$ cat src/rtl/bus16bit_pkg.sv
// rtl/bus16bit_pkg.sv - shared constants and types for the bus16bit distributor
package bus16bit_pkg;

  localparam int NCH = 4;
  localparam int W   = 16;

  typedef logic [1:0] sel_t;

  function automatic int occ_w(input int depth);
    return $clog2(depth) + 1;
  endfunction

endpackage

$ cat src/rtl/bus16bit_dist_fifo.sv
// rtl/bus16bit_dist_fifo.sv - per-channel FIFO with occupancy count
module dist_fifo
  import bus16bit_pkg::*;
#(
  parameter int W     = 16,
  parameter int DEPTH = 2
) (
  input  logic                     clk,
  input  logic                     rst,
  input  logic                     push,
  input  logic                     pop,
  input  logic [W-1:0]             din,
  output logic [W-1:0]             dout,
  output logic                     full,
  output logic                     empty,
  output logic [occ_w(DEPTH)-1:0]  occ
);

  localparam int AW = $clog2(DEPTH);
  localparam int OW = occ_w(DEPTH);

  logic [W-1:0]  r_mem [DEPTH];
  logic [AW-1:0] r_wptr;
  logic [AW-1:0] r_rptr;
  logic [OW-1:0] r_occ;
  logic          w_do_push;
  logic          w_do_pop;

  assign full      = (r_occ == OW'(DEPTH));
  assign empty     = (r_occ == '0);
  assign occ       = r_occ;
  assign dout      = r_mem[r_rptr];
  // A full FIFO refuses a push even when popped in the same cycle.
  assign w_do_push = push && !full;
  assign w_do_pop  = pop && !empty;

  always_ff @(posedge clk or posedge rst) begin
    if (rst) begin
      for (int k = 0; k < DEPTH; k++) r_mem[k] <= '0;
      r_wptr <= '0;
      r_rptr <= '0;
      r_occ  <= '0;
    end else begin
      if (w_do_push) begin
        r_mem[r_wptr] <= din;
        r_wptr        <= r_wptr + 1'b1;
      end
      if (w_do_pop) r_rptr <= r_rptr + 1'b1;
      case ({w_do_push, w_do_pop})
        2'b10:   r_occ <= r_occ + OW'(1);
        2'b01:   r_occ <= r_occ - OW'(1);
        default: r_occ <= r_occ;
      endcase
    end
  end

endmodule

$ cat src/rtl/bus16bit_dist.sv
// rtl/bus16bit_dist.sv - distributes bus words to four FIFO-buffered channels
module bus16bit_dist
  import bus16bit_pkg::*;
#(
  parameter int W     = bus16bit_pkg::W,
  parameter int DEPTH = 2
) (
  input  logic                          clk,
  input  logic                          rst,
  input  logic [W-1:0]                  i,
  input  sel_t                          s,
  input  logic                          iv,
  output logic                          ir,
  output logic [W-1:0]                  o0,
  output logic [W-1:0]                  o1,
  output logic [W-1:0]                  o2,
  output logic [W-1:0]                  o3,
  output logic [NCH-1:0]                ov,
  input  logic [NCH-1:0]                ordy,
  output logic [NCH*occ_w(DEPTH)-1:0]   occ,
  output logic [NCH-1:0]                ovf
);

  localparam int OW = occ_w(DEPTH);

  logic [NCH-1:0] w_full;
  logic [NCH-1:0] w_empty;
  logic [NCH-1:0] w_push;
  logic [NCH-1:0] w_pop;
  logic [W-1:0]   w_dout [NCH];
  logic [OW-1:0]  w_occ  [NCH];
  logic [NCH-1:0] r_ovf;

  // Ready depends only on the selected channel's fill state, never on ordy.
  assign ir = !w_full[s];

  genvar k;
  generate
    for (k = 0; k < NCH; k++) begin : g_ch
      assign w_push[k] = iv && ir && (s == sel_t'(k));
      assign w_pop[k]  = ordy[k] && !w_empty[k];
      assign ov[k]     = !w_empty[k];
      assign occ[k*OW +: OW] = w_occ[k];

      dist_fifo #(
        .W     (W),
        .DEPTH (DEPTH)
      ) u_fifo (
        .clk   (clk),
        .rst   (rst),
        .push  (w_push[k]),
        .pop   (w_pop[k]),
        .din   (i),
        .dout  (w_dout[k]),
        .full  (w_full[k]),
        .empty (w_empty[k]),
        .occ   (w_occ[k])
      );
    end
  endgenerate

  assign o0  = w_dout[0];
  assign o1  = w_dout[1];
  assign o2  = w_dout[2];
  assign o3  = w_dout[3];
  assign ovf = r_ovf;

  always_ff @(posedge clk or posedge rst) begin
    if (rst) begin
      r_ovf <= '0;
    end else if (iv && w_full[s]) begin
      r_ovf[s] <= 1'b1;
    end
  end

endmodule

$ cat config.mk
export PLATFORM = sky130hd
export DESIGN_NAME = bus16bit_dist
export DESIGN_NICKNAME = d
export VERILOG_FILES = /design/src/rtl/bus16bit_pkg.sv /design/src/rtl/bus16bit_dist_fifo.sv /design/src/rtl/bus16bit_dist.sv
export SDC_FILE = /design/constraint.sdc
export NUM_CORES = 1
export LEC_CHECK = 0
export ABC_AREA = 1
export BUFFER_PORTS_ARGS = -buffer_cell sky130_fd_sc_hd__buf_2
export CAP_MARGIN = 20
export CORE_MARGIN = 2
export CORE_UTILIZATION = 45
export CTS_BUF_LIST = sky130_fd_sc_hd__clkbuf_4
export CTS_CLUSTER_DIAMETER = 60
export DETAILED_ROUTE_END_ITERATION = 10
export GPL_ROUTABILITY_DRIVEN = 0
export PLACE_DENSITY = 0.65
export SETUP_SLACK_MARGIN = 0.15
export SYNTH_ARGS = -nofsm -noshare
export SYNTH_HDL_FRONTEND = slang
export SYNTH_SLANG_ARGS = --single-unit
$ cat constraint.sdc
create_clock -name clk -period 12 [get_ports clk]
set_input_delay 0 -clock clk [delete_from_list [all_inputs] [get_ports clk]]
set_output_delay 0 -clock clk [all_outputs]
set_load 0.02 [all_outputs]
# Word-level counts from Yosys, hierarchy flattened
# Cells that the tools add are included.
# totals
ff_bits	148
input_bits	25
out_inout_bits	81
word_cells	148
# classes
addsub	16
n_lt_le_gt_ge	14
n_eq_ne	15
muxes	32
n_bitwise	9
reduce_logical	41
# ops
operator	n
two-way mux 16 bit	16
bitwise mux 32 bit	4
demux 16 bit (select 1 bit)	4
logical AND 1 bit	23
== test 2 bit (second input constant)	10
>= comparator 2 bit (second input constant)	8
inverter 1 -> 2 bit	8
one-hot mux 2 bit (2 select lines)	4
== test 2 x 1 -> 1 bit (second input constant)	5
zero test 2 bit	5
zero test 1 bit	9
adder 1 bit (second input constant)	8
adder 2 x 1 -> 2 bit (second input constant)	4
< comparator 2 x 1 -> 1 bit (second input constant)	4
nonzero test 2 bit	4
subtractor 2 x 1 -> 2 bit (second input constant)	4
bitwise OR 4 bit	1
< comparator 2 x 3 -> 1 bit (second input constant)	1
binary-select mux 1 bit (select 2 bit)	1
demux 1 bit (select 2 bit)	1
>= comparator 2 x 1 -> 1 bit (second input constant)	1
two-way mux 1 bit	2

# Longest topological paths before layout
# Gate-level depths: netlist of the first run.
# depth
word_depth	9
mapped_depth	12
ltp_nobuf	12

# Modules after synthesis
# From an unflattened synthesis of the first run, not the netlist that was laid out.
# hier_totals
cells_unflattened	949
area_unflattened_um2	7492.2
# modules_own_cells
module	n_inst	cells_per_inst	area_per_inst_um2	seq_area_each_um2
dist_fifo	4	224	1794.2	900.9
bus16bit_dist	1	53	315.3	100.1

# Worst setup path after synthesis of the first run
# Ideal clock, no wire load.
# synth_path
path_kind	flip-flop to flip-flop
startpoint	reg g_ch[3].u_fifo.r_occ[0]
endpoint	reg g_ch[2].u_fifo.r_occ[1]
setup_ns	0.131
arrival_ns	1.845
t_required_ns	11.869
slack_ns	10.024
path_stages_with_launch	12
path_buffers	0
period_less_slack_ns	1.976
path_cell_list	dfrtp_1 inv_1 nand2_1 nor2_1 nor2_1 nand3_2 nor2_4 inv_1 ha_1 a21oi_1 o21ai_0 xor2_1
# synth_between
elab_chain_len	9
word_cells_on_any_way	11
cone_classes	3 x eq/ne; 3 x mux; 5 x reduce/logical
# synth_lines
element	line_no	source
start, declared	bus16bit_dist_fifo.sv:25	logic [OW-1:0] r_occ;
start signal, assigned	bus16bit_dist_fifo.sv:50	2'b10: r_occ <= r_occ + OW'(1);
start signal, assigned	bus16bit_dist_fifo.sv:51	2'b01: r_occ <= r_occ - OW'(1);
start signal, assigned	bus16bit_dist_fifo.sv:52	default: r_occ <= r_occ;
== test 2 bit *	bus16bit_dist_fifo.sv:29	assign full = (r_occ == OW'(DEPTH));
binary-select mux 1 bit (select 2 bit) *	bus16bit_dist.sv:35	assign ir = !w_full[s];
two-way mux 1 bit (not written as such) *	bus16bit_dist.sv:35	
zero test 1 bit *	bus16bit_dist.sv:35	
logical AND 1 bit * (2 in series)	bus16bit_dist.sv:40	assign w_push[k] = iv && ir && (s == sel_t'(k));
logical AND 1 bit *	bus16bit_dist_fifo.sv:34	assign w_do_push = push && !full;
== test 2 x 1 -> 1 bit or == test 2 bit (tied branches)	bus16bit_dist_fifo.sv:49	case ({w_do_push, w_do_pop})
one-hot mux 2 bit (2 select lines) or nonzero test 2 bit (tied branches)	--	
end signal, assigned	bus16bit_dist_fifo.sv:50	
end signal, assigned	bus16bit_dist_fifo.sv:51	
end signal, assigned	bus16bit_dist_fifo.sv:52	
end, declared	bus16bit_dist_fifo.sv:25	
# Every way passes the cells marked *; elsewhere a longest branch is shown, timed or not. The select of a mux whose other input is x is not followed.
# A chain may end at the register's enable or synchronous reset.

# Worst setup path in the final report of the first run
# layout_path
startpoint	reg g_ch[3].u_fifo.r_occ[0]
endpoint	reg g_ch[3].u_fifo.r_occ[1]
# layout_between
elab_chain_len	9
word_cells_on_any_way	18
cone_classes	2 x add/sub; 3 x eq/ne; 3 x mux; 10 x reduce/logical
# layout_lines
element	line_no
== test 2 bit	bus16bit_dist_fifo.sv:29
binary-select mux 1 bit (select 2 bit)	bus16bit_dist.sv:35
two-way mux 1 bit (not written as such)	bus16bit_dist.sv:35
zero test 1 bit	bus16bit_dist.sv:35
logical AND 1 bit (2 in series)	bus16bit_dist.sv:40
logical AND 1 bit	bus16bit_dist_fifo.sv:34
== test 2 x 1 -> 1 bit or == test 2 bit (tied branches)	bus16bit_dist_fifo.sv:49
one-hot mux 2 bit (2 select lines) or nonzero test 2 bit (tied branches)	--
# Several ways; a longest one is shown, not always the timed one. The select of a mux whose other input is x is not followed.

==> out/qor.yml, run 1 <==
status:
  outcome: "finished, final reports clean"
grt:
  grt.total_usage_pct: 21.6
  grt_pass1_vias: 4914
  grt_pass1_wl_um: 27100
  grt_overflow: 0
  grt_max_degree: 77
  antenna_found_initial: 0
route:
  antenna_left: 0
  met3_length_um: 1020
  postRouteWirelength_um: 17000
  first_iter_violations: 427
  wl_met2_um: 8030
  dr.pass1.iters: 5
  met1_length_um: 7810
  maxUsedRoutingLayer: "met4"
  detail_route.vias_per_cell: 4.87
  drc: 0
  vias: 5264
  wire_per_inst_um: 15.7
layout:
  num-fill-cells: 1430
  finalInstanceArea_mm2: 0.00806
  diodes: 0
  fin_nets: 888
  area_growth_pct: 14.4
  drive_gt1_share_pct: 28.4
power_and_ir_drop:
  power.leakage_nw: 4.25
  peakVddDrop_uv: 163
  pwr_density_cell_mw_per_mm2: 278
  report.power.total_mw: 2.24
setup_path:
  cp_data_arrival_time_ns: 2.97
  cp_top_family: "simple AND/OR/NAND/NOR gates"
  path_class: "reg -> reg"
  slowest_delay_ns: 0.58
  setup.worst_path.start: "g_ch[3].u_fifo.occ[0]$_DFFE_PP0P_"
  crit_fanout: 33
  slowest_stage: "nor2_4"
  crit_chain: "inv_1, nand2_1, nor2_1, nor2_1, nand3_2, nor2_4, inv_1, ha_1, a21oi_1, o21ai_0, xor2_1"
  required_ns: 12.42
  reg2reg_from: "g_ch[3].u_fifo.occ[0]$_DFFE_PP0P_"
  path_buf_inv: 2
  cp-end-kind: "register"
  start_kind: "register"
sta:
  fin_crit_sh_pct: 21.2
  setup_tns_ns: 0
  fin_ws_ns: 9.45
  period_minus_slack_ns: 2.55
  skew_ns: 0.0208
  hold_violations: 0
  worst_pin_slew_ns: 0.907
  max_freq_mhz: 393
  slew_violations: 0
  rsz0062_at_grt: "false"
  setup_violations: 0
  holdWs_ns: 0.108
  maxSlewHeadroom_pct: 39.6
clocking:
  root_buffer: "clkbuf_4"
  numCtsBuffers: 17
  clk_pin_slew_ns: 0.12
  cts-resized-gates: 0
  cts_tree: "done"
  cts.sinks: 148
  htree_levels: 4
  clockBufferDepth: 2
  clk_latency_ns: 0.52
floorplanning:
  die_h_um: 129
  dieArea_mm2: 0.0167
  io_pins: 106
  coreArea_mm2: 0.0153
  initial_core_util_pct: 46.2
  rows: 45
  die_w_um: 129
placed_design:
  port_buffers: 105
  dp_hpwl_um: 10700
  place_area_mm2: 0.00755
  dp_slack_ns: 9.50
synth:
  synthCells: 758
  avgSynthCellArea_um2: 9.29
  ys_warn_count: 0
  syn_nets: 787
  synthDominantCellAreaShare_pct: 52.6
  ys_types: 26
  synth.area.top_cells: "dfrtp_1, nand2_1, mux2_2, nand3_1, nand2_2"
  synth.yosys.seq_area_share_pct: 52.6
  synth_area_mm2: 0.00705
  yosys.area.top_type: "dfrtp_1"
  ys_ff_latch: 148
min_path:
  hp-class: "in -> async"
run:
  maxCapViolCount: 0
-- layer usage --
metal	track usage, %	vias up
li1	-	2608
met1	31.6	2504
met2	32.8	141
met3	4.71	11
met4	5.18	0
met5	0	-
-- synthesized netlist by cell type --
cell type  number
clkinv_1        2
nand4_4         6
nand2_1       325
a21oi_1         4
buf_2          15
nor2_1          8
dfrtp_1       148
o21bai_1        4
inv_4           1
mux2_2         64
nand3_2         2
nand2_4         3
ha_1            4
clkbuf_1       19
nand2_2        22
buf_1           1
nor2_8          1
buf_6          10
xor2_1          4
nor2_4          6
inv_1          18
inv_2           8
buf_4           4
nand3_1        66
o21ai_0         5
xnor2_1         8
-- worst min-delay path: stages --
cell	delay, ns
dlygate4sd3_1	0.53
buf_2	0.14
inv_6	0.46
-- what timing repair did --
action                                  in CTS  in global routing
setup buffers                                0                  0
hold buffers                                25                  0
hold endpoints to repair                   216                  0
endpoints found under the setup margin       0                  0
-- through the flow --
stage	util, %	std cells
3_3_place_gp	49.5	1026
3_5_place_dp	49.5	1026
6_report	52.8	1082
2_1_floorplan	-	758
4_1_cts	52.8	1082
5_1_grt	52.8	1082
-- kinds of logic after synthesis --
family | synth area share [%]
AO/OA/AOI/OAI | 1.07
adder cells (fa/ha/maj) | 0.710
XOR/XNOR | 1.49
AND/OR/NAND/NOR | 28.2
flip-flops | 52.6
multiplexers | 10.2
buffers and inverters | 5.74
-- layout by cell type, fill, tap and decap left out, drive strengths merged --
cell type	count
nand2	350
dfrtp	148
buf	106
nand3	68
mux2	64
inv	27
dlygate4sd3	25
clkbuf	19
nor2	15
clkinv	11
xnor2	8
nand4	6
o21ai	5
a21oi	4
xor2	4
o21bai	4
ha	4
bufinv	2
clkinvlp	1
-- final timing paths --
kind | end | slack [ns] | cells past startpoint
worst min-delay path | g_ch[2].u_fifo.r_mem[26]$_DFFE_PP0P_ | 0.11 | 3
min in group clk | g_ch[1].u_fifo.r_rptr$_DFFE_PP0P_ | 0.30 | 4
max in group asynchronous | g_ch[0].u_fifo.r_mem[24]$_DFFE_PP0P_ | 10.47 | 4
worst max register to register | g_ch[3].u_fifo.occ[1]$_DFFE_PP0P_ | 9.45 | 11
worst max-delay path | g_ch[3].u_fifo.occ[1]$_DFFE_PP0P_ | 9.45 | 11
worst min register to register | g_ch[0].u_fifo.r_mem[13]$_DFFE_PP0P_ | 0.48 | 2
-- power by group --
group / internal [mW] / leakage (nW) / switching (mW)
clock network: 0.124 / 0.142 / 0.173
logic: 0.416 / 2.28 / 0.594
registers: 0.733 / 1.83 / 0.198
-- sequential cells by signal, summed over array words and instances (netlist names) --
register,flops
g_ch.u_fifo.occ,8
g_ch.u_fifo.r_rptr,4
ovf,4
g_ch.u_fifo.r_mem,128
g_ch.u_fifo.r_wptr,4
-- layout make-up --
type / count / area [um2] / area share, %
flip-flops and latches: 148 / 3700 / 45.9
multi-input cells: 532 / 2940 / 36.4
repair buffers: 131 / 783 / 9.71
well taps: 211 / 264 / 3.27
clock buffers: 19 / 143 / 1.77
inverters: 29 / 116 / 1.44
clock inverters: 12 / 115 / 1.43
Power figures use the tool's default switching activity.
==> inputs of run 2 (changes only) <==
- clock period: 12 -> 2.6 ns (I/O delays scaled with it)
==> run 2 against run 1 <==
Against the previous run: via count grew 2.1%; clock power grew to 4.8 times the previous value; largest cell class unchanged; critical path depth is 2 lower; largest power group unchanged; setup slack lost 8.9 ns; sequential power increased to 4.6 times the previous value; combinational power grew to 4.8 times the previous value; cell area grew 1.2%.
==> out/qor.yml, run 2 (synthesis gave the netlist of run 1 again) <==
layout:
  fin_nets: 896
  diodes: 0
  postLayoutCoreUtil_pct: 53.5
  mostFrequentLayoutCell: "nand2_1"
  drive_gt1_share_pct: 29.1
  largest_reg_flops: 128
  area_growth_pct: 15.8
  regMostFlops: "g_ch.u_fifo.r_mem"
  layout_common_cells: "nand2_1, dfrtp_1, buf_2, nand3_1, mux2_2"
  num-fill-cells: 1444
floorplanning:
  coreArea_mm2: 0.0153
  die_h_um: 129
  die_w_um: 129
  dieArea_mm2: 0.0167
  io_pins: 106
  initial_core_util_pct: 46.2
  rows: 45
clocking:
  clk_pin_slew_ns: 0.13
  cts_tree: "done"
  cts_setup_buffers: 0
  clockBufferDepth: 2
  htree_levels: 4
  clk_latency_ns: 0.56
  hold_buffers: 26
  root_buffer: "clkbuf_4"
  cts-resized-gates: 0
  cts.sinks: 148
  numCtsBuffers: 17
sta:
  setup_tns_ns: 0
  period_minus_slack_ns: 2.08
  setup_violations: 0
  hold_violations: 0
  slew_violations: 0
  worst_pin_slew_ns: 0.808
  fin_crit_sh_pct: 79.8
  max_freq_mhz: 482
  maxSlewHeadroom_pct: 46.1
  skew_ns: 0.0180
  rsz0062_at_grt: "false"
  fin_ws_ns: 0.524
  holdWs_ns: 0.0332
route:
  first_iter_violations: 374
  drc: 0
  vias: 5374
  wire_per_inst_um: 16.2
  antenna_left: 0
  postRouteWirelength_um: 17700
  dr.pass1.iters: 5
  detail_route.vias_per_cell: 4.93
grt:
  grt_pass1_wl_um: 28200
  grt_max_degree: 69
  antenna_found_initial: 0
  grt_overflow: 0
  grt.total_usage_pct: 22.3
  grt_pass1_vias: 5125
power_and_ir_drop:
  report.power.total_mw: 10.5
  power.leakage_nw: 4.29
  peakVddDrop_uv: 655
  pwr_density_cell_mw_per_mm2: 1280
setup_path:
  crit_fanout: 16
  start_kind: "register"
  required_ns: 3.10
  path_class: "reg -> reg"
  cp-end-kind: "register"
  cp_data_arrival_time_ns: 2.57
min_path:
  hp-class: "in -> async"
placed_design:
  dp_slack_ns: 0.719
  dp_hpwl_um: 11200
  port_buffers: 105
run:
  maxCapViolCount: 0
status:
  outcome: "finished, final reports clean"
run 2: worst max-delay path: stages (launching register included):
cell	delay (ns)
dfrtp_1	0.47
inv_2	0.06
nand3_1	0.07
nand2_1	0.07
inv_2	0.09
nand4_4	0.14
nor2_4	0.38
nand2_1	0.09
dlygate4sd3_1	0.58
nand2_1	0.06
run 2: path summary, 6_finish.rpt:
kind / from / slack (ns) / to / cells past startpoint
worst min register to register: g_ch[0].u_fifo.r_mem[1]$_DFFE_PP0P_ / 0.48 / g_ch[0].u_fifo.r_mem[1]$_DFFE_PP0P_ / 2
min in group clk: ordy[1] / 0.26 / g_ch[1].u_fifo.r_rptr$_DFFE_PP0P_ / 4
max in group asynchronous: rst / 1.82 / g_ch[2].u_fifo.r_mem[21]$_DFFE_PP0P_ / 4
worst min-delay path: rst / 0.03 / g_ch[1].u_fifo.r_rptr$_DFFE_PP0P_ / 3
worst max-delay path: g_ch[1].u_fifo.occ[0]$_DFFE_PP0P_ / 0.52 / g_ch[1].u_fifo.r_mem[13]$_DFFE_PP0P_ / 9
worst max register to register: g_ch[1].u_fifo.occ[0]$_DFFE_PP0P_ / 0.52 / g_ch[1].u_fifo.r_mem[13]$_DFFE_PP0P_ / 9
run 2: metrics by stage:
step	area, um2	instances
6_report	8160	1091
5_1_grt	8160	1091
4_1_cts	8160	1091
3_5_place_dp	7630	1033
3_3_place_gp	7630	1033
2_1_floorplan	7050	758
run 2: per-layer routing:
metal | global-route usage, % | wire length [um]
met5 | 0 | 0
met4 | 5.95 | 199
met3 | 4.71 | 850
met2 | 34.7 | 8430
met1 | 31.9 | 8220
run 2: final cells by class:
cell class              count  area [um2]  area share, %
well taps                 211         264           3.24
repair buffers            139         871           10.7
clock inverters            15         141           1.73
inverters                  29         115           1.41
flip-flops and latches    148        3700           45.4
clock buffers              17         128           1.56
multi-input cells         532        2940           36.0
run 2: power breakdown:
group          leakage (nW)  switching (mW)  internal (mW)
clock                 0.132           0.866          0.555
combinational          2.32            2.83           1.97
sequential             1.83           0.879           3.39
total                  4.29            4.57           5.91
==> inputs of run 3 (changes only) <==
- ABC_AREA: 1 -> 0
- PLACE_DENSITY: 0.65 -> 0.66
- clock period: 2.6 -> 2.15 ns (I/O delays scaled with it)
==> run 3 against run 2 <==
Against the previous run: power up 18%; clock skew down 0.0026 ns; register-to-register slack worse by 0.24 ns; cell count down 30%; die area down 6.0%; sequential power up 17%; global-route usage down 4.3 points; critical path depth down 1; synthesized cell count down 43%; cell area down 4.6%.
==> out/qor.yml, run 3 <==
setup_path:
  crit_fanout: 6
  crit_chain: "dlygate4sd3_1, buf_4, nand2b_4, dlygate4sd3_1, or3_2, ha_1, nor2_1, xor2_1"
  slowest_delay_ns: 0.57
  cp_data_arrival_time_ns: 2.42
  cp-end-kind: "register"
  path_buf_inv: 3
  start_kind: "input pin"
  path_class: "in -> reg"
  cp_top_family: "buffers and inverters"
  required_ns: 2.61
  slowest_stage: "dlygate4sd3_1"
  cp_common_cell: "dlygate4sd3_1"
power_and_ir_drop:
  p_sw_mw: 4.72
  internal_power_mw: 7.60
  power.leakage_nw: 3.57
  peakVddDrop_uv: 882
  p_comb_share_pct: 48.3
  pwr_density_cell_mw_per_mm2: 1580
  clkPwrFrac_pct: 11.3
  swShare_pct: 38.3
  seq_power_share_pct: 40.4
grt:
  grt_max_degree: 88
  antenna_found_initial: 0
  grt.total_usage_pct: 17.9
  grt_pass1_wl_um: 21800
  grt_pass1_vias: 4115
  grt_overflow: 0
clocking:
  root_buffer: "clkbuf_4"
  cts.sinks: 148
  clk_pin_slew_ns: 0.12
  clockBufferDepth: 2
  clk_latency_ns: 0.54
  htree_levels: 4
  numCtsBuffers: 17
  cts_tree: "done"
synth:
  synth_mux_area_share_pct: 33.7
  synth.yosys.seq_area_share_pct: 56.0
  yosys.area_share.simple_pct: 3.86
  synth_top_family_by_area: "multiplexers"
  synthDominantCellAreaShare_pct: 56.0
  synth_common_cells: "mux2_2, dfrtp_1, xnor2_1, mux2_4, xor2_1"
  synth-compound-area-share_pct: 0.568
  synth_edf_count: 0
  ys_async_sr_fraction_pct: 100
  ys_types: 33
  ys_warn_count: 0
  yosys.area.top_type: "dfrtp_1"
  synth.area.top_cells: "dfrtp_1, mux2_2, mux2_4, xnor2_1, xor2_1"
  synthCells: 429
  ys_ff_latch: 148
  synthXorXnorAreaFrac_pct: 2.65
  synth_adder_area_share_pct: 0.757
  syn_nets: 458
  avgSynthCellArea_um2: 15.4
  synth_area_mm2: 0.00661
  ys.flop_type: "dfrtp_1"
  synth.most_common_cell: "mux2_2"
sta:
  worst_pin_slew_ns: 0.719
  hold_violations: 0
  maxSlewHeadroom_pct: 52.1
  setup_tns_ns: 0
  slew_violations: 0
  skew_ns: 0.0153
  setup_violations: 0
  fin_crit_sh_pct: 91.1
  rsz0062_at_grt: "true"
  max_freq_mhz: 511
  period_minus_slack_ns: 1.96
layout:
  fin_nets: 596
  finalInstanceArea_mm2: 0.00778
  drive_gt1_share_pct: 60.6
  largest_reg_flops: 128
  mostFrequentLayoutCell: "mux2_2"
  diodes: 0
  regMostFlops: "g_ch.u_fifo.r_mem"
  layout_common_cells: "mux2_2, dfrtp_1, buf_2, dlygate4sd3_1, clkbuf_4"
  area_growth_pct: 17.8
placed_design:
  dp_hpwl_um: 9040
  port_buffers: 105
  place_area_mm2: 0.00731
floorplanning:
  die_w_um: 125
  coreArea_mm2: 0.0144
  rows: 44
  io_pins: 106
  dieArea_mm2: 0.0157
  die_h_um: 125
  initial_core_util_pct: 45.8
min_path:
  hp-class: "in -> async"
run:
  maxCapViolCount: 0
route:
  dr.pass1.iters: 5
  antenna_left: 0
  drc: 0
  vias: 3872
  wire_per_inst_um: 17.6
  first_iter_violations: 186
  detail_route.vias_per_cell: 5.07
  postRouteWirelength_um: 13400
status:
  outcome: "finished, final reports clean"
## run 3: cell types whose count changed after synthesis, sizes merged, moves of 5 or more
cell	change
buf	-15
clkbuf	-13
inv	-24
mux2	+128
nand2	-349
nand2b	+7
nand3	-66
nand4	-6
nor2	-11
o21ai	-5
## run 3: per-stage QoR
stage / power (mW) / util (%) / setup WS [ns] / hold WS, ns / instances
2_1_floorplan: 9.25 / - / 0.289 / 0.149 / 429
3_3_place_gp: 10.8 / 50.7 / 0.347 / 0.155 / 706
3_5_place_dp: 11.0 / 50.7 / 0.262 / 0.165 / 706
4_1_cts: 12.5 / 53.9 / 0.196 / 0.106 / 763
5_1_grt: 13.2 / 54.0 / 0.134 / 0.123 / 763
6_report: 12.3 / 54.0 / 0.191 / 0.119 / 763
## run 3: timing repair
action | in CTS | in global routing
resized for setup | 1 | 4
setup endpoints to repair | 15 | 3
hold buffers | 26 | 0
setup buffers | 0 | 0
endpoints found under the hold margin | 291 | 0
pin swaps | 0 | 0
## run 3: cells by family (layout without fill, tap and decap cells)
family,count (synthesis),in the layout
AOI/OAI and AO/OA,4,4
DFF,148,148
buffers and inverters,24,174
and+or+nand+nor,36,36
xor gates and xnor gates,20,20
adders and majority gates,4,4
muxes,193,193
## run 3: final timing paths
path | cells after the start | startpoint | endpoint | slack (ns)
worst max-delay path | 8 | iv | g_ch[0].u_fifo.occ[1]$_DFFE_PP0P_ | 0.19
worst min-delay path | 4 | rst | g_ch[2].u_fifo.r_mem[21]$_DFFE_PP0P_ | 0.12
worst max register to register | 3 | g_ch[3].u_fifo.occ[0]$_DFFE_PP0P_ | g_ch[3].u_fifo.r_mem[5]$_DFFE_PP0P_ | 0.28
worst min register to register | 1 | ovf[1]$_DFFE_PP0P_ | ovf[1]$_DFFE_PP0P_ | 0.46
max in group asynchronous | 4 | rst | g_ch[1].u_fifo.occ[0]$_DFFE_PP0P_ | 1.56
min in group clk | 4 | s[0] | g_ch[0].u_fifo.r_mem[29]$_DFFE_PP0P_ | 0.21
## run 3: power groups by stage
stage	Combinational (mW)	Sequential, mW	Clock, mW
floorplan	4.39	4.86	0
global placement	5.87	4.93	0
detailed placement	5.97	5.04	0
CTS	6.04	4.98	1.45
global route	6.41	5.18	1.59
finish	5.95	4.98	1.39
## run 3: layer usage
metal / wire length (um) / track usage, % / vias up
met1: 6180 / 23.8 / 1969
met2: 6270 / 28.0 / 91
met5: 0 / 0 / -
met4: 116 / 5.69 / 0
met3: 844 / 5.99 / 12
li1: - / - / 1800
## run 3: area by class of cell
class | instances | area, um2
clock buffer | 22 | 165
clock inverter | 9 | 40.0
fill | 1236 | 6640
inverter | 3 | 15.0
multi-input combinational | 257 | 2750
sequential | 148 | 3710
tap | 184 | 230
timing repair buffer | 140 | 881
## run 3: worst reg2reg max path: stages, from the launching register on
cell,delay (ns)
dfrtp_1,0.46
nor2b_1,0.26
or3b_1,0.63
mux2_2,0.42
